`config.mk`:
```
export PLATFORM = sky130hd
export DESIGN_NAME = soc_evt_bridge
export DESIGN_NICKNAME = d
export VERILOG_FILES = /design/src/rtl/soc_evt_pkg.sv /design/src/rtl/soc_evt_rr_arb.sv /design/src/rtl/soc_evt_bridge.sv
export SDC_FILE = /design/constraint.sdc
export NUM_CORES = 1
export LEC_CHECK = 0
export BUFFER_PORTS_ARGS = -buffer_cell sky130_fd_sc_hd__buf_2
export CORE_MARGIN = 2
export CORE_UTILIZATION = 46
export CTS_BUF_LIST = sky130_fd_sc_hd__clkbuf_16
export DETAILED_ROUTE_END_ITERATION = 6
export GPL_ROUTABILITY_DRIVEN = 0
export HOLD_SLACK_MARGIN = 0.05
export PLACE_DENSITY_LB_ADDON = 0.05
export SYNTH_ARGS = -nofsm -noshare
export SYNTH_HDL_FRONTEND = slang
export SYNTH_SLANG_ARGS = --single-unit
```
`constraint.sdc`:
```
create_clock -name clk_i -period 21 [get_ports clk_i]
set_input_delay 4.2 -clock clk_i [delete_from_list [all_inputs] [get_ports clk_i]]
set_output_delay 4.2 -clock clk_i [all_outputs]
set_load 0.05 [all_outputs]
```
`src/rtl/soc_evt_pkg.sv`:
```
// soc_evt_bridge shared package
// ID type, default sizes and popcount helper
package soc_evt_pkg;

  localparam int NB_EVT_DEF     = 32;
  localparam int EVNT_WIDTH_DEF = 8;
  localparam int CNT_W_DEF      = 16;
  localparam int POP_MAX        = 256;

  typedef logic [EVNT_WIDTH_DEF-1:0] evt_id_t;

  function automatic logic [31:0] popcount(
    input logic [POP_MAX-1:0] v
  );
    logic [31:0] n;
    n = '0;
    for (int i = 0; i < POP_MAX; i++)
      n = n + 32'(v[i]);
    return n;
  endfunction

endpackage

```
`src/rtl/soc_evt_rr_arb.sv`:
```
// Round-robin arbiter, purely combinational
// Picks first request at or after ptr, cyclically
module soc_evt_rr_arb #(
  parameter int N  = 32,
  parameter int PW = $clog2(N)
) (
  input  logic [N-1:0]  i_req,
  input  logic [PW-1:0] i_ptr,
  output logic          o_gnt_valid,
  output logic [PW-1:0] o_gnt_idx,
  output logic [PW-1:0] o_next_ptr
);

  // cyclic scan starting at ptr, first hit wins
  always_comb begin
    int j;
    j           = 0;
    o_gnt_valid = 1'b0;
    o_gnt_idx   = '0;
    for (int k = 0; k < N; k++) begin
      j = int'(i_ptr) + k;
      if (j >= N)
        j = j - N;
      if (!o_gnt_valid && i_req[PW'(j)]) begin
        o_gnt_valid = 1'b1;
        o_gnt_idx   = PW'(j);
      end
    end
  end

  assign o_next_ptr = (o_gnt_idx == PW'(N-1)) ? '0
                    : o_gnt_idx + PW'(1);

endmodule

```
`src/rtl/soc_evt_bridge.sv`:
```
// SoC peripheral event bridge
// Pulses -> pending bits -> RR -> one valid/ready slot
module soc_evt_bridge
  import soc_evt_pkg::*;
#(
  parameter int NB_EVT     = NB_EVT_DEF,
  parameter int EVNT_WIDTH = EVNT_WIDTH_DEF,
  parameter int EVT_BASE   = 0,
  parameter int CNT_W      = CNT_W_DEF
) (
  input  logic                  clk_i,
  input  logic                  rst_i,
  input  logic [NB_EVT-1:0]     evt_i,
  output logic                  evt_valid_o,
  input  logic                  evt_ready_i,
  output logic [EVNT_WIDTH-1:0] evt_data_o,
  output logic [NB_EVT-1:0]     lost_o,
  input  logic                  lost_clr_i,
  output logic [CNT_W-1:0]      lost_cnt_o,
  output logic                  busy_o
);

  localparam int PW = $clog2(NB_EVT);
  localparam logic [32:0] CNT_MAX = 33'({CNT_W{1'b1}});

  logic [NB_EVT-1:0]     r_pend;
  logic [PW-1:0]         r_ptr;
  logic                  r_valid;
  logic [EVNT_WIDTH-1:0] r_data;
  logic [NB_EVT-1:0]     r_lost;
  logic [CNT_W-1:0]      r_cnt;

  logic                  w_slot_free;
  logic                  w_gnt_valid;
  logic [PW-1:0]         w_gnt_idx;
  logic [PW-1:0]         w_next_ptr;
  logic                  w_gnt;
  logic [NB_EVT-1:0]     w_gnt_vec;
  logic [NB_EVT-1:0]     w_loss;
  logic [31:0]           w_pc;
  logic [32:0]           w_sum;
  logic [CNT_W-1:0]      w_cnt_nxt;

  soc_evt_rr_arb #(
    .N  (NB_EVT),
    .PW (PW)
  ) u_arb (
    .i_req       (r_pend),
    .i_ptr       (r_ptr),
    .o_gnt_valid (w_gnt_valid),
    .o_gnt_idx   (w_gnt_idx),
    .o_next_ptr  (w_next_ptr)
  );

  assign w_slot_free = !r_valid || evt_ready_i;
  assign w_gnt       = w_slot_free && w_gnt_valid;
  assign w_gnt_vec   = w_gnt ? (NB_EVT'(1) << w_gnt_idx)
                     : '0;
  assign w_loss      = evt_i & r_pend & ~w_gnt_vec;

  // saturating loss count; clear restarts from this cycle's losses
  always_comb begin
    w_pc  = popcount(POP_MAX'(w_loss));
    w_sum = (lost_clr_i ? 33'd0 : 33'(r_cnt))
          + 33'(w_pc);
    w_cnt_nxt = (w_sum > CNT_MAX) ? '1 : CNT_W'(w_sum);
  end

  // pending bits, arbitration pointer and output slot
  always_ff @(posedge clk_i) begin
    if (rst_i) begin
      r_pend  <= '0;
      r_ptr   <= '0;
      r_valid <= 1'b0;
      r_data  <= '0;
    end else begin
      r_pend <= (r_pend & ~w_gnt_vec) | evt_i;
      if (w_slot_free)
        r_valid <= w_gnt_valid;
      if (w_gnt) begin
        r_data <= EVNT_WIDTH'(EVT_BASE)
                + EVNT_WIDTH'(w_gnt_idx);
        r_ptr  <= w_next_ptr;
      end
    end
  end

  // sticky lost flags and counter
  always_ff @(posedge clk_i) begin
    if (rst_i) begin
      r_lost <= '0;
      r_cnt  <= '0;
    end else begin
      r_lost <= (lost_clr_i ? '0 : r_lost) | w_loss;
      r_cnt  <= w_cnt_nxt;
    end
  end

  assign evt_valid_o = r_valid;
  assign evt_data_o  = r_data;
  assign lost_o      = r_lost;
  assign lost_cnt_o  = r_cnt;
  assign busy_o      = r_valid || (|r_pend);

endmodule

```
==> impl_metrics.csv, run 1 <==
group,metric,value,unit
outcome,status,"finished, violations left",
outcome,violations,"DRC",
cts,postCtsHoldBufs,0,
sta,final_max_slew_viol_count,0,
critical_path,critPathLaunchType,"flip-flop",
sta,slew_headroom,0.240,
sta,fin_skew,11.5,ps
placement,portBuffers,90,
layout,drive_gt1_frac,0.228,
critical_path,required,21280,ps
cts,ctsResizeCount,0,
logic_synthesis,synth_cells,1380,
logic_synthesis,syn_area,12300,µm²
logic_synthesis,syn_area_per_cell,8.92,µm²
sta,worst_slew_pin_slew,1130,ps
routing,routedWlPerCell,26.2,µm
routing,vias_per_cell,6.72,
logic_synthesis,synth_most_common_cell,"nand2_1",
sta,setup-violations-final,0,
layout,area_growth,6.42,%
critical_path,r2r_slack,7060,ps
sta,rsz0062_at_grt,"false",
cts,cts_buffers,9,
layout,fin_nets,1494,
global_routing,grt_use_total,0.320,
die,initial_core_util,0.470,
logic_synthesis,yosys_warnings,0,
cts,htree_num_levels,3,
logic_synthesis,async_reset_ff_frac,0,
critical_path,cp_slowest_stage_delay,1200,ps
critical_path,crit_type,"reg -> reg",
logic_synthesis,synth_edf_count,0,
logic_synthesis,ys_ff_latch,91,
die,row_count,59,
routing,final_antenna_net_count,0,
routing,firstDrtPassIters,7,
sta,fmax,71.7,MHz
die,chipWidth,168,µm
cts,clkLatencyLatePin,350,ps
layout,n_antenna_cell,0,
worst_hold_path,min_path_type,"reg -> reg",
routing,drc,10,
layout,fill_cells,2514,
cts,cts_buffer_depth,2,
critical_path,endpoint_kind,"flip-flop",
critical_path,worst-path-buf-inv,2,
die,io_pins,94,
critical_path,critPathSlowestCell,"ha_1",
sta,layout_worst_path_cycle_share,0.664,
cts,cts.sinks,91,
sta,finalCriticalPeriod,13940,ps
placement,place_hpwl,34300,µm
cts,cts_root_buf,"clkbuf_16",
routing,dr_total_vias,11700,
critical_path,crit_family,"adder cells",
logic_synthesis,ys.flop_type,"dfxtp_1",
cts,cts_tree,"done",
sta,finalHoldViolCount,0,
die,die_area,28100,µm²
cts,clk_pin_slew_worst_paths,70,ps
global_routing,antenna_found_initial,0,
logic_synthesis,seq_area_frac_synth,0.148,
routing,dr.first_iter.drc_count,1456,
routing,totalWireLength,45500,µm
critical_path,path_max_fanout,48,
global_routing,grt_pass1_vias,11100,
job,cap_violations,0,
sta,fin_setup_tns,0,ps
die,core,26200,µm²
cts,postCtsSetupRepairBufs,0,
logic_synthesis,synth_cell_type_count,105,
logic_synthesis,synth_top_cells_by_count,"141 x nand2_1, 91 x dfxtp_1, 87 x mux2i_1, 87 x nor2_1, 85 x mux4_2",
global_routing,grt_remaining_overflow,0,
global_routing,grt_pass1_wl,69100,µm
logic_synthesis,synth_top_area_share,0.155,
critical_path,crit_top_cell,"fa_1",
logic_synthesis,yosys-top-cells-area,"mux4_2 16%, dfxtp_1 15%, mux2i_1 7.1%",
die,die_y,168,µm
logic_synthesis,synth_area_leader_cell,"mux4_2",
critical_path,arrival,14220,ps
global_routing,grt_max_degree,87,
[layout make-up]
class,instances,area [µm²],area share
Clock buffer,9,225,0.0172
Sequential cell,91,1830,0.139
Multi-Input combinational cell,1103,9660,0.737
Clock inverter,7,50.0,0.00382
Inverter,77,289,0.0221
Timing Repair Buffer,115,641,0.0489
Tap cell,335,419,0.0320
[path summary, 6_finish.rpt]
check                           cells past startpoint                   from                        to
worst max-delay path                               35  r_ptr[1]$_SDFFE_PP0P_  lost_cnt_o[9]$_SDFF_PP0_
worst max register to register                     35  r_ptr[1]$_SDFFE_PP0P_  lost_cnt_o[9]$_SDFF_PP0_
worst min-delay path                                2  lost_o[22]$_SDFF_PP0_     lost_o[22]$_SDFF_PP0_
worst min register to register                      2  lost_o[22]$_SDFF_PP0_     lost_o[22]$_SDFF_PP0_
[metrics by stage]
step                      instances  setup WS, ps   util  instance area, µm²  hold WS (ps)
after floorplan                1382          9080      -               12300           525
after global placement         1721          7350  0.490               12800           433
after detailed placement       1721          7220  0.490               12800           439
after CTS                      1737          7150  0.500               13100           457
after global routing           1737          6350  0.500               13100           474
final                          1737          7060  0.500               13100           449
[worst reg2reg max path, delay by kind of cell (launching register included)]
| kind | cells | cell delay (ps) |
|---|---|---|
| compound gates | 7 | 1410 |
| fa+ha+maj | 11 | 5320 |
| buf+inv | 2 | 720 |
| flops | 1 | 800 |
| mux | 3 | 1690 |
| simple gates | 12 | 3950 |
[layer usage]
metal  part of all wire  routed length (µm)  vias up  global-route usage
li1                   -                   -     5195                   -
met1               0.40               18300     5640               0.423
met2               0.45               20500      694               0.510
met3              0.083                3770      140              0.0451
met4              0.064                2890        0               0.172
met5                  0                   0        -                   0
[kinds of logic (layout without fill, tap and decap cells)]
family | Yosys count | in the layout | synth area share
compound gates | 301 | 301 | 0.174
flops | 91 | 91 | 0.148
simple gates | 472 | 472 | 0.217
other cells | 1 | 3 | 0.000304
mux | 224 | 224 | 0.281
buf+inv | 188 | 208 | 0.0704
fa+ha+maj | 61 | 61 | 0.0778
xor+xnor | 42 | 42 | 0.0323
[placed cells by master (no fill, tap or decap), types with 23 or more instances in the layout]
cell,instances
nand3_1,30
buf_4,26
a21oi_1,51
mux2i_1,87
mux4_2,85
nor2_1,86
buf_2,89
nand2b_1,39
fa_1,26
nor3_1,23
xnor2_1,28
ha_1,35
mux2_2,45
nand2_1,141
o21ai_0,40
o31ai_1,31
o22ai_1,30
dfxtp_1,89
inv_1,71
[registers in the layout, summed over array words and instances, names as in the netlist]
signal       count
lost_o          32
r_pend          32
lost_cnt_o      16
evt_data_o       5
r_ptr            5
evt_valid_o      1
Power of run 1 is not shown: default switching activity piles up to over one toggle a cycle in this logic, so the estimate is an artifact.
==> run 2, diff against run 1 <==
==> constraint.sdc (replaced) <==
create_clock -name clk_i -period 12.05 [get_ports clk_i]
set_input_delay 2.41 -clock clk_i [delete_from_list [all_inputs] [get_ports clk_i]]
set_output_delay 2.41 -clock clk_i [all_outputs]
set_load 0.05 [all_outputs]
==> impl_metrics.csv, run 2 (synthesized netlist as in run 1, its figures left out) <==
group,metric,value,unit
layout,final_common_cell,"nand2_1",
sta,final_max_slew_viol_count,0,
critical_path,path_max_fanout,24,
sta,finalCriticalPeriod,11460,ps
routing,routedWlPerCell,25.8,µm
outcome,status,"finished, final reports clean",
routing,vias_per_cell,6.59,
sta,layout_worst_path_cycle_share,0.951,
layout,fill_cells,2489,
cts,htree_num_levels,3,
cts,clk_pin_slew_worst_paths,70,ps
cts,clkLatencyLatePin,350,ps
sta,setup-violations-final,0,
placement,portBuffers,90,
sta,fin_setup_tns,0,ps
routing,firstDrtPassIters,7,
layout,fin_nets,1539,
critical_path,crit_top_cell,"fa_1",
routing,dr.first_iter.drc_count,1207,
critical_path,crit_type,"reg -> reg",
sta,hold_ws,448,ps
sta,finalHoldViolCount,0,
critical_path,cp_slowest_stage_delay,690,ps
die,core,26200,µm²
cts,cts_buffers,9,
die,io_pins,94,
global_routing,antenna_found_initial,0,
die,die_y,168,µm
critical_path,arrival,11660,ps
cts,postCtsSetupRepairBufs,0,
global_routing,grt_remaining_overflow,0,
sta,worst_slew_pin_slew,1050,ps
cts,cts_root_buf,"clkbuf_16",
die,chipWidth,168,µm
global_routing,grt_max_degree,71,
layout,area_growth,10.3,%
global_routing,grt_pass1_vias,11400,
job,cap_violations,0,
sta,slew_headroom,0.294,
layout,final_cell_mix,"141 x nand2_1, 89 x dfxtp_1, 89 x buf_2, 87 x mux2i_1, 86 x nor2_1",
critical_path,critPathSlowestCell,"mux4_2",
layout,n_antenna_cell,0,
cts,cts.sinks,91,
die,row_count,59,
critical_path,required,12250,ps
routing,drc,0,
global_routing,grt_pass1_wl,70900,µm
cts,cts_buffer_depth,2,
routing,final_antenna_net_count,0,
routing,totalWireLength,46000,µm
sta,fin_ws,591,ps
routing,dr_total_vias,11800,
sta,fmax,87.3,MHz
layout,drive_gt1_frac,0.255,
placement,place_hpwl,35500,µm
sta,fin_skew,12.4,ps
global_routing,grt_use_total,0.329,
critical_path,critPathLaunchType,"flip-flop",
critical_path,endpoint_kind,"flip-flop",
cts,postCtsHoldBufs,0,
die,die_area,28100,µm²
cts,cts_tree,"done",
worst_hold_path,min_path_type,"reg -> reg",
placement,pre_cts_ws,382,ps
die,initial_core_util,0.470,
[run 2: area by class of cell]
cell class | instances | area (µm²) | share of cell area
Clock inverter | 7 | 86.3 | 0.00636
Timing Repair Buffer | 160 | 1020 | 0.0748
Clock buffer | 9 | 225 | 0.0166
Tap cell | 335 | 419 | 0.0309
Inverter | 77 | 289 | 0.0213
Sequential cell | 91 | 1830 | 0.135
Multi-Input combinational cell | 1103 | 9720 | 0.716
[run 2: timing repair]
item                                   4_1_cts  5_1_grt
endpoints found under the hold margin        0        0
gates resized for setup                      0       11
setup endpoints to repair                    0       16
[run 2: path summary, 6_finish.rpt]
| check | start | to | slack [ps] | cells past startpoint |
|---|---|---|---|---|
| hold reg to reg | lost_o[20]$_SDFF_PP0_ | lost_o[20]$_SDFF_PP0_ | 450 | 2 |
| setup reg to reg | r_ptr[1]$_SDFFE_PP0P_ | lost_cnt_o[13]$_SDFF_PP0_ | 590 | 38 |
| setup / recovery | r_ptr[1]$_SDFFE_PP0P_ | lost_cnt_o[13]$_SDFF_PP0_ | 590 | 38 |
| hold / removal | lost_o[20]$_SDFF_PP0_ | lost_o[20]$_SDFF_PP0_ | 450 | 2 |
[run 2: metal layers]
metal  up-vias  wire length (µm)  track usage
li1       5278                 -            -
met1      5720             18500        0.428
met2       616             21200        0.537
met3       137              3500       0.0392
met4         0              2790        0.178
met5         -                 0            0
[run 2: worst max-delay path: cells and delay by family, from the launching register on]
kind,cells,cell delay (ps)
AO/OA/AOI/OAI,9,2140
adder cells (fa/ha/maj),9,3890
buffers and inverters,6,780
multiplexers,1,690
AND/OR/NAND/NOR,11,2400
flip-flops,1,570
XOR/XNOR,2,820
[run 2: stage by stage]
| step | cell area (µm²) | utilization | instances |
|---|---|---|---|
| floorplan | 12300 | - | 1382 |
| global placement | 13200 | 0.504 | 1766 |
| detailed placement | 13200 | 0.504 | 1766 |
| CTS | 13500 | 0.516 | 1782 |
| global route | 13600 | 0.518 | 1782 |
| finish | 13600 | 0.518 | 1782 |
Power of run 2 is left out for the same reason.
